===== src/rtl/sisc_ctrl_mc.sv =====
// Multicycle control FSM for the SISC datapath: variable-length sequencing,
// HALT state, optional data-memory handshake with timeout, retired counter.
module sisc_ctrl_mc #(
  parameter int OP_W     = 4,
  parameter int CC_W     = 4,
  parameter int IMM_MODE = 8,
  parameter int MEM_WAIT = 0,
  parameter int WAIT_MAX = 15,
  parameter int CNT_W    = 16
) (
  input  logic             clk,
  input  logic             rst_f,
  input  logic [OP_W-1:0]  opcode,
  input  logic [CC_W-1:0]  mm,
  input  logic [CC_W-1:0]  stat,
  input  logic             dm_ack,
  output logic             rf_we,
  output logic             wb_sel,
  output logic             rb_sel,
  output logic             pc_sel,
  output logic             pc_write,
  output logic             pc_rst,
  output logic             ir_load,
  output logic             br_sel,
  output logic             mux_16_sel,
  output logic             dm_we,
  output logic             dm_re,
  output logic [1:0]       alu_op,
  output logic             halted,
  output logic             err,
  output logic [CNT_W-1:0] retired
);

  typedef enum logic [2:0] {
    S_RST, S_FETCH, S_DECODE, S_EXECUTE, S_MEM, S_WB, S_HALT
  } state_e;

  localparam logic [OP_W-1:0] OP_LOD = OP_W'(1);
  localparam logic [OP_W-1:0] OP_STR = OP_W'(2);
  localparam logic [OP_W-1:0] OP_BRA = OP_W'(4);
  localparam logic [OP_W-1:0] OP_BRR = OP_W'(5);
  localparam logic [OP_W-1:0] OP_BNE = OP_W'(6);
  localparam logic [OP_W-1:0] OP_BNR = OP_W'(7);
  localparam logic [OP_W-1:0] OP_ALU = OP_W'(8);
  localparam logic [OP_W-1:0] OP_HLT = OP_W'(15);
  localparam logic [CC_W-1:0] IMM_V  = CC_W'(IMM_MODE);

  localparam int              WC_W      = (WAIT_MAX > 2) ? $clog2(WAIT_MAX) : 1;
  localparam logic [WC_W-1:0] WAIT_LAST = WC_W'(WAIT_MAX - 1);

  state_e           state_q, state_d;
  logic [WC_W-1:0]  wait_q, wait_d;
  logic [CNT_W-1:0] retired_q, retired_d;
  logic             err_q, err_d;

  logic is_lod, is_str, is_alu, is_hlt, is_bra, is_brr, is_bne, is_bnr, is_br;
  logic cond, br_taken, imm, mem_done, retire, timeout;

  assign is_lod   = (opcode == OP_LOD);
  assign is_str   = (opcode == OP_STR);
  assign is_alu   = (opcode == OP_ALU);
  assign is_hlt   = (opcode == OP_HLT);
  assign is_bra   = (opcode == OP_BRA);
  assign is_brr   = (opcode == OP_BRR);
  assign is_bne   = (opcode == OP_BNE);
  assign is_bnr   = (opcode == OP_BNR);
  assign is_br    = is_bra | is_brr | is_bne | is_bnr;
  assign cond     = |(stat & mm);
  assign br_taken = ((is_bra | is_brr) & cond) | ((is_bne | is_bnr) & ~cond);
  assign imm      = (mm == IMM_V);
  // Without the handshake MEM always completes in its single cycle.
  assign mem_done = (MEM_WAIT == 0) || dm_ack;

  always_ff @(posedge clk) begin
    if (rst_f) begin
      state_q   <= S_RST;
      wait_q    <= '0;
      retired_q <= '0;
      err_q     <= 1'b0;
    end else begin
      state_q   <= state_d;
      wait_q    <= wait_d;
      retired_q <= retired_d;
      err_q     <= err_d;
    end
  end

  always_comb begin
    state_d = state_q;
    retire  = 1'b0;
    timeout = 1'b0;
    unique case (state_q)
      S_RST:     state_d = S_FETCH;
      S_FETCH:   state_d = S_DECODE;
      S_DECODE: begin
        if (is_hlt)                           state_d = S_HALT;
        else if (is_lod || is_str || is_alu)  state_d = S_EXECUTE;
        else begin
          state_d = S_FETCH;
          retire  = 1'b1;
        end
      end
      S_EXECUTE: state_d = is_alu ? S_WB : S_MEM;
      S_MEM: begin
        // An ack arriving on the last allowed cycle still completes the access.
        if (mem_done) begin
          if (is_str) begin
            state_d = S_FETCH;
            retire  = 1'b1;
          end else begin
            state_d = S_WB;
          end
        end else if (wait_q == WAIT_LAST) begin
          state_d = S_HALT;
          timeout = 1'b1;
        end
      end
      S_WB: begin
        state_d = S_FETCH;
        retire  = 1'b1;
      end
      S_HALT:    state_d = S_HALT;
      default:   state_d = S_RST;
    endcase

    wait_d    = (state_q == S_MEM && state_d == S_MEM) ? wait_q + WC_W'(1) : '0;
    retired_d = retired_q + CNT_W'(retire);
    err_d     = err_q | timeout;
  end

  always_comb begin
    rf_we      = 1'b0;
    wb_sel     = 1'b0;
    rb_sel     = 1'b0;
    pc_sel     = 1'b0;
    pc_write   = 1'b0;
    pc_rst     = 1'b0;
    ir_load    = 1'b0;
    br_sel     = 1'b0;
    mux_16_sel = 1'b0;
    dm_we      = 1'b0;
    dm_re      = 1'b0;
    alu_op     = 2'b00;
    halted     = 1'b0;
    unique case (state_q)
      S_RST:   pc_rst = 1'b1;
      S_FETCH: begin
        ir_load  = 1'b1;
        pc_write = 1'b1;
      end
      S_DECODE: begin
        pc_sel   = is_br;
        pc_write = is_br & br_taken;
        br_sel   = is_bra | is_bne;
      end
      S_EXECUTE: begin
        if (is_alu) alu_op = {1'b0, imm};
        else        alu_op = {1'b1, imm};
      end
      S_MEM: begin
        mux_16_sel = imm;
        dm_we      = is_str;
        dm_re      = is_lod;
        wb_sel     = is_lod;
      end
      S_WB: begin
        rf_we  = 1'b1;
        wb_sel = is_lod;
      end
      S_HALT:  halted = 1'b1;
      default: ;
    endcase
  end

  assign err     = err_q;
  assign retired = retired_q;

endmodule


===== config.mk =====
export PLATFORM = sky130hd
export DESIGN_NAME = sisc_ctrl_mc
export DESIGN_NICKNAME = d
export VERILOG_FILES = /design/src/rtl/sisc_ctrl_mc.sv
export SDC_FILE = /design/constraint.sdc
export NUM_CORES = 1
export LEC_CHECK = 0
export CORE_MARGIN = 4
export CORE_UTILIZATION = 40
export CTS_CLUSTER_DIAMETER = 200
export CTS_CLUSTER_SIZE = 12
export DETAILED_ROUTE_END_ITERATION = 12
export MAX_ROUTING_LAYER = met4
export PLACE_DENSITY_LB_ADDON = 0.1
export SYNTH_ARGS = -nofsm -noshare
export SYNTH_HDL_FRONTEND = slang
export SYNTH_SLANG_ARGS = --single-unit
export TNS_END_PERCENT = 100

===== constraint.sdc =====
create_clock -name clk -period 5.2 [get_ports clk]
set_input_delay 0.52 -clock clk [delete_from_list [all_inputs] [get_ports clk]]
set_output_delay 0.52 -clock clk [all_outputs]
set_load 0.005 [all_outputs]

==> results of run 1 <==
[power by group through the flow]
stage | sequential [mW] | combinational [mW] | clock, mW
5_1_grt | 0.179 | 0.124 | 0.0839
4_1_cts | 0.175 | 0.113 | 0.0790
3_5_place_dp | 0.178 | 0.111 | 0
3_3_place_gp | 0.178 | 0.109 | 0
2_1_floorplan | 0.163 | 0.0711 | 0
6_report | 0.175 | 0.111 | 0.0757
[metal layers]
| layer | part of all wire (%) | up-vias | track usage [%] |
|---|---|---|---|
| li1 | - | 582 | - |
| met1 | 45 | 527 | 19.72 |
| met2 | 46 | 47 | 24.92 |
| met3 | 7.2 | 5 | 4.193 |
| met4 | 1.5 | 0 | 5.882 |
| met5 | 0 | - | - |
[cell type report]
| cell class | instances | area (µm²) | area share, % |
|---|---|---|---|
| multi-input cells | 103 | 681.9 | 43.43 |
| repair buffers | 42 | 420.4 | 26.77 |
| flip-flops and latches | 19 | 380.4 | 24.22 |
| well taps | 30 | 37.54 | 2.390 |
| clock buffers | 3 | 22.52 | 1.434 |
| inverters | 6 | 22.52 | 1.434 |
| clock inverters | 1 | 5.005 | 0.3187 |
[worst max path at each step]
stage	from	to	slack [ns]	depth (start not counted)
after floorplan	opcode[1]	retired[14]	2.50	9
after global placement	opcode[1]	retired[14]	1.81	9
after detailed placement	opcode[1]	retired[14]	1.74	9
after CTS	opcode[1]	retired[14]	2.06	9
after global routing	opcode[0]	retired[14]	1.88	9
final	opcode[1]	retired[14]	2.06	9
[logic make-up after synthesis]
kind of cell,synth area share (%)
AO/OA/AOI/OAI,15.89
XOR/XNOR,2.334
adder cells (fa/ha/maj),2.222
buffers and inverters,5.999
flip-flops,33.78
multiplexers,4.000
other,0.3330
AND/OR/NAND/NOR,35.44
[worst max-delay path: cells and delay by family]
kind            cells  cell delay, ns
buf+inv             1            0.65
simple gates        3            1.10
mux                 1            0.37
compound gates      2            0.29
fa+ha+maj           2            0.42
[state kept, by name (all words and copies together) (netlist names)]
register / flops
state_q: 3
retired: 16
[metrics by stage]
| stage | hold WS, ns | cells |
|---|---|---|
| 2_1_floorplan | 0.4812 | 137 |
| 3_3_place_gp | 0.4778 | 200 |
| 3_5_place_dp | 0.4928 | 200 |
| 4_1_cts | 0.5098 | 204 |
| 5_1_grt | 0.5505 | 204 |
| 6_report | 0.5131 | 204 |
[Yosys cell counts]
cell	number
dfxtp_1	19
nor2_1	12
a21oi_1	11
nor2b_1	7
inv_1	6
nor3_1	5
nor4_1	5
o31ai_1	5
clkbuf_1	4
mux2_2	4
nand2_1	4
nand3_1	4
o21ai_0	4
nand4_1	3
nor4b_1	3
or3_1	3
or4_1	3
a22o_1	2
buf_2	2
buf_4	2
ha_1	2
nand3_2	2
nor3b_1	2
or3_2	2
or4b_1	2
xnor2_1	2
a2111oi_0	1
a31o_2	1
a31oi_1	1
a41oi_1	1
and2_1	1
and2b_1	1
and3_1	1
and4_1	1
clkbuf_2	1
conb_1	1
nand2b_1	1
nand4_2	1
nor4b_2	1
o21a_1	1
o41ai_1	1
xor2_1	1
[cells in the final DEF (no fill, tap or decap), types with 3 or more instances in the layout]
master	n
a21oi_1	11
inv_1	6
clkbuf_4	3
clkdlybuf4s50_1	42
nor2_1	12
nand2_1	4
nor3_1	5
nor2b_1	7
or3_1	3
dfxtp_1	19
nor4_1	5
nand4_1	3
o21ai_0	4
mux2_2	4
nor4b_1	3
o31ai_1	5
or4_1	3
nand3_1	4
==> results.ini, run 1 <==
[place]
routabilityCongestion = 0.7275
place_ws_ns = 1.743
hpwlAfterDp_um = 1987
postPlaceCellArea_um2 = 1543
io_buffer_count = 42

[finish]
fill_cells = 233
utilization_pct = 60.63
fin_nets = 192
stdcell_area_um2 = 1570
drive_gt1_share_pct = 8.621
syn_to_final_growth_pct = 39.44
diodes = 0

[detailed_routing]
drt-initial-drc-count = 33
vias_per_cell = 5.691
wl_per_cell_um = 13.15
drc = 0
drt_pre_antenna_iters = 4
wirelength_um = 2683
dr_total_vias = 1161
ant_nets = 0

[synthesis]
synth_cell_types = 42
syn_inst = 136
syn_area_um2 = 1126
yosysSeqAreaShare_pct = 33.78
netlist.top_cell.by_area = dfxtp_1
yosysWarnings = 0
yosysTopAreaCellShare_pct = 33.78
synth.avg_cell_area_um2 = 8.280
synth_seq_cells = 19
synth.area.top_cells = dfxtp_1 34%, a21oi_1 4.9%, mux2_2 4.0%

[timing]
maxSlewViolCount = 0
setup_viol = 0
period_share_pct = 60.32
max_slew_margin_pct = 45.63
skew_ns = 0.01350
rsz0062_at_grt = false
period_needed_ns = 3.137
setup_slack_ns = 2.063
fin_tns_setup_ns = 0
max_clock_freq_mhz = 318.8
hold_violations = 0
worst_pin_slew_ns = 0.8130

[run]
cap_violations = 0

[floorplan]
die_x_um = 61.06
rows = 18
die_h_um = 61.06
start_util_pct = 43.48
design.core.area_um2 = 2590
dieArea_um2 = 3728
io_pins = 46

[global_route]
track_usage_pct = 15.96
grt_pass1_wl_um = 4429
grt_max_degree = 25
grt_overflow = 0
grt_antenna_before_repair = 0
grt_pass1_vias = 1040

[power]
intPower_uw = 250.6
p_leak_nw = 0.5354
p_switching_uw = 111.6
combPwrFrac_pct = 30.8
seq_power_share_pct = 48.3
powerDensity_nw_per_um2 = 230.7
finalPower_uw = 362.3
irDropWorstVdd_v = 0.0001403
sw_frac_of_total_pct = 30.82
clock_power_share_pct = 20.9

[clock_tree]
cts.sinks = 19
cts_setup_buffers = 0
cts-htree-levels = 1
cts_tree = done
cts_buffers = 3
postCtsHoldBufs = 0
clk_pin_slew_ns = 0.12
cts_root_buf = clkbuf_4
cts_resized = 0
insertion_delay_ns = 0.31
clock_path_buffers = 2

[critical_path]
critical_path_required_ns = 5.41
crit_slowest_cell = clkdlybuf4s50_1
rr_worst_depth = 8
end_kind = flip-flop
crit_fanout = 9
path_cells = clkdlybuf4s50_1, or4b_1, a21oi_1, a31o_2, ha_1, ha_1, nand3_2, nor4_1, mux2_2
crit_top_cell = ha_1
criticalPathCategory = input pin to flip-flop
start_kind = input pin
slowest_delay_ns = 0.65
worstReg2RegEnd = retired[14]
r2r-start = state_q[2]
r2r_setup_slack_ns = 2.71
cp.arrival_ns = 3.35

[worst_hold_path]
hp-start = retired[10]
hold_end = retired[10]
min_path_type = flip-flop to flip-flop
hold_path_depth = 2

[status]
status = finished, final reports clean

(Power assumes the default switching activity.)
==> run 2: changes to the inputs <==
CORE_UTILIZATION = 38   (was 40)
clock period = 2.6 ns   (was 5.2 ns; I/O delays follow)
==> results.ini, run 2 (synthesis gave the netlist of run 1 again) <==
[timing]
period_needed_ns = 2.511
hold_violations = 0  ; unchanged
setup_viol = 0  ; unchanged
max_slew_margin_pct = 45.20  ; -0.43 points
skew_ns = 0.007593  ; -0.005911 ns
max_clock_freq_mhz = 398.2
fin_tns_setup_ns = 0  ; unchanged
maxSlewViolCount = 0  ; unchanged
worst_pin_slew_ns = 0.8194  ; +0.006427 ns
rsz0062_at_grt = true
period_share_pct = 96.58

[critical_path]
path_cells = clkdlybuf4s50_1, or4b_1, a21oi_2, a31o_2, ha_2, ha_2, nand3_4, or4_1, a21oi_1
criticalPathCategory = input pin to flip-flop
cp.arrival_ns = 2.72  ; -0.63 ns
crit_fanout = 8  ; -1
crit_top_cell = ha_2
crit_family = simple AND/OR/NAND/NOR gates
cp.buffers_inverters = 1  ; unchanged
critical_path_required_ns = 2.81  ; -2.60 ns
slowest_delay_ns = 0.57  ; -0.08 ns
crit_slowest_cell = or4b_1
end_kind = flip-flop
start_kind = input pin

[status]
status = finished, final reports clean

[detailed_routing]
vias_per_cell = 5.457  ; -4.1%
ant_nets = 0  ; unchanged
wl_met1_um = 1260  ; +4.3%
wl_met3_um = 153  ; -20%
routed.top_layer = met4
wl_met2_um = 1470  ; +18%
drt_pre_antenna_iters = 4  ; unchanged
drt-initial-drc-count = 40  ; +21%
wirelength_um = 2909  ; +8.4%
wl_per_cell_um = 13.16  ; about the same
dr_total_vias = 1206  ; +3.9%
drc = 0  ; unchanged

[run]
cap_violations = 0  ; unchanged

[finish]
largest_reg_flops = 16  ; unchanged
fin_nets = 208  ; +8.3%
final_cells = 221  ; +8.3%
final_common_cell = clkdlybuf4s50_1
mostFrequentLayoutCells = 42 x clkdlybuf4s50_1, 19 x dfxtp_1, 16 x buf_4
drive_gt1_share_pct = 18.95  ; +10 points
diodes = 0  ; unchanged
syn_to_final_growth_pct = 53.56
fill_cells = 264  ; +13%

[clock_tree]
cts-htree-levels = 1  ; unchanged
cts_root_buf = clkbuf_4
insertion_delay_ns = 0.30  ; about the same
clock_path_buffers = 2  ; unchanged
postCtsHoldBufs = 0  ; unchanged
clk_pin_slew_ns = 0.10  ; -0.02 ns
cts.sinks = 19  ; unchanged
cts_buffers = 3  ; unchanged
cts_tree = done

[power]
irDropWorstVdd_v = 0.0002404  ; +71%
p_leak_nw = 0.6155  ; +15%
powerDensity_nw_per_um2 = 430.5  ; +87%

[global_route]
grt_pass1_wl_um = 5002  ; +13%
grt_antenna_before_repair = 0  ; unchanged
grt_pass1_vias = 1200  ; +15%
track_usage_pct = 15.92  ; -0.045 points
grt_max_degree = 25  ; unchanged
grt_overflow = 0  ; unchanged

[floorplan]
die_h_um = 62.44  ; +2.3%
rows = 19  ; +1
start_util_pct = 40.14  ; -3.3 points
dieArea_um2 = 3898  ; +4.6%
design.core.area_um2 = 2805  ; +8.3%
io_pins = 46  ; unchanged
die_x_um = 62.44  ; +2.3%

[place]
routabilityCongestion = 0.7369  ; +1.3%
dp_cells = 217  ; +8.5%
io_buffer_count = 42  ; unchanged
hpwlAfterDp_um = 2252  ; +13%

[worst_hold_path]
min_path_type = flip-flop to flip-flop

run 2: path summary, 6_finish.rpt:
path	to	startpoint	cells past startpoint	slack [ns]
worst min register to register	retired[10]	retired[10]	2	0.52
worst max register to register	retired[10]	state_q[0]	7	0.34
worst max-delay path	retired[10]	opcode[0]	9	0.09
worst min-delay path	retired[10]	retired[10]	2	0.52
run 2: report_power, final:
| part | internal (mW) | total (mW) | switching [mW] | leakage [nW] |
|---|---|---|---|---|
| clock network | 0.0574 | 0.151 | 0.0940 | 0.0177 |
| logic | 0.148 | 0.247 | 0.0996 | 0.444 |
| registers | 0.310 | 0.346 | 0.0353 | 0.154 |
| total | 0.516 | 0.744 | 0.229 | 0.616 |
run 2: what timing repair did:
item                       CTS  global route
gates resized for setup      0             7
buffers inserted             0             0
setup endpoints to repair    0             9
run 2: routing by layer:
layer | global-route usage (%) | up-vias
li1 | - | 609
met2 | 27.83 | 31
met4 | 4.132 | 0
met1 | 17.55 | 561
met5 | - | -
met3 | 4.856 | 5
run 2: tightest hold or removal path: cells and delay by family (launching register included):
| kind | cells | cell delay [ns] |
|---|---|---|
| flip-flops | 1 | 0.35 |
| AO/OA/AOI/OAI | 2 | 0.13 |
run 2: area by class of cell:
type	instances	area (µm²)	area share (%)
multi-input cells	103	719.4	41.61
clock buffers	3	22.52	1.302
clock inverters	1	5.005	0.2894
flip-flops and latches	19	380.4	22.00
well taps	31	38.79	2.243
repair buffers	58	540.5	31.26
inverters	6	22.52	1.302
run 2: through the flow:
step | instance area, µm² | utilization [%] | power (mW) | setup WS (ns) | hold WS [ns]
finish | 1729 | 61.64 | 0.7444 | 0.08890 | 0.5169
global route | 1729 | 61.64 | 0.7995 | -0.01456 | 0.5653
CTS | 1692 | 60.30 | 0.7505 | 0.03779 | 0.5253
detailed placement | 1664 | 59.32 | 0.5962 | -0.2849 | 0.5072
global placement | 1664 | 59.32 | 0.5931 | -0.2698 | 0.4795
floorplan | 1130 | - | 0.4674 | 0.1572 | 0.4399
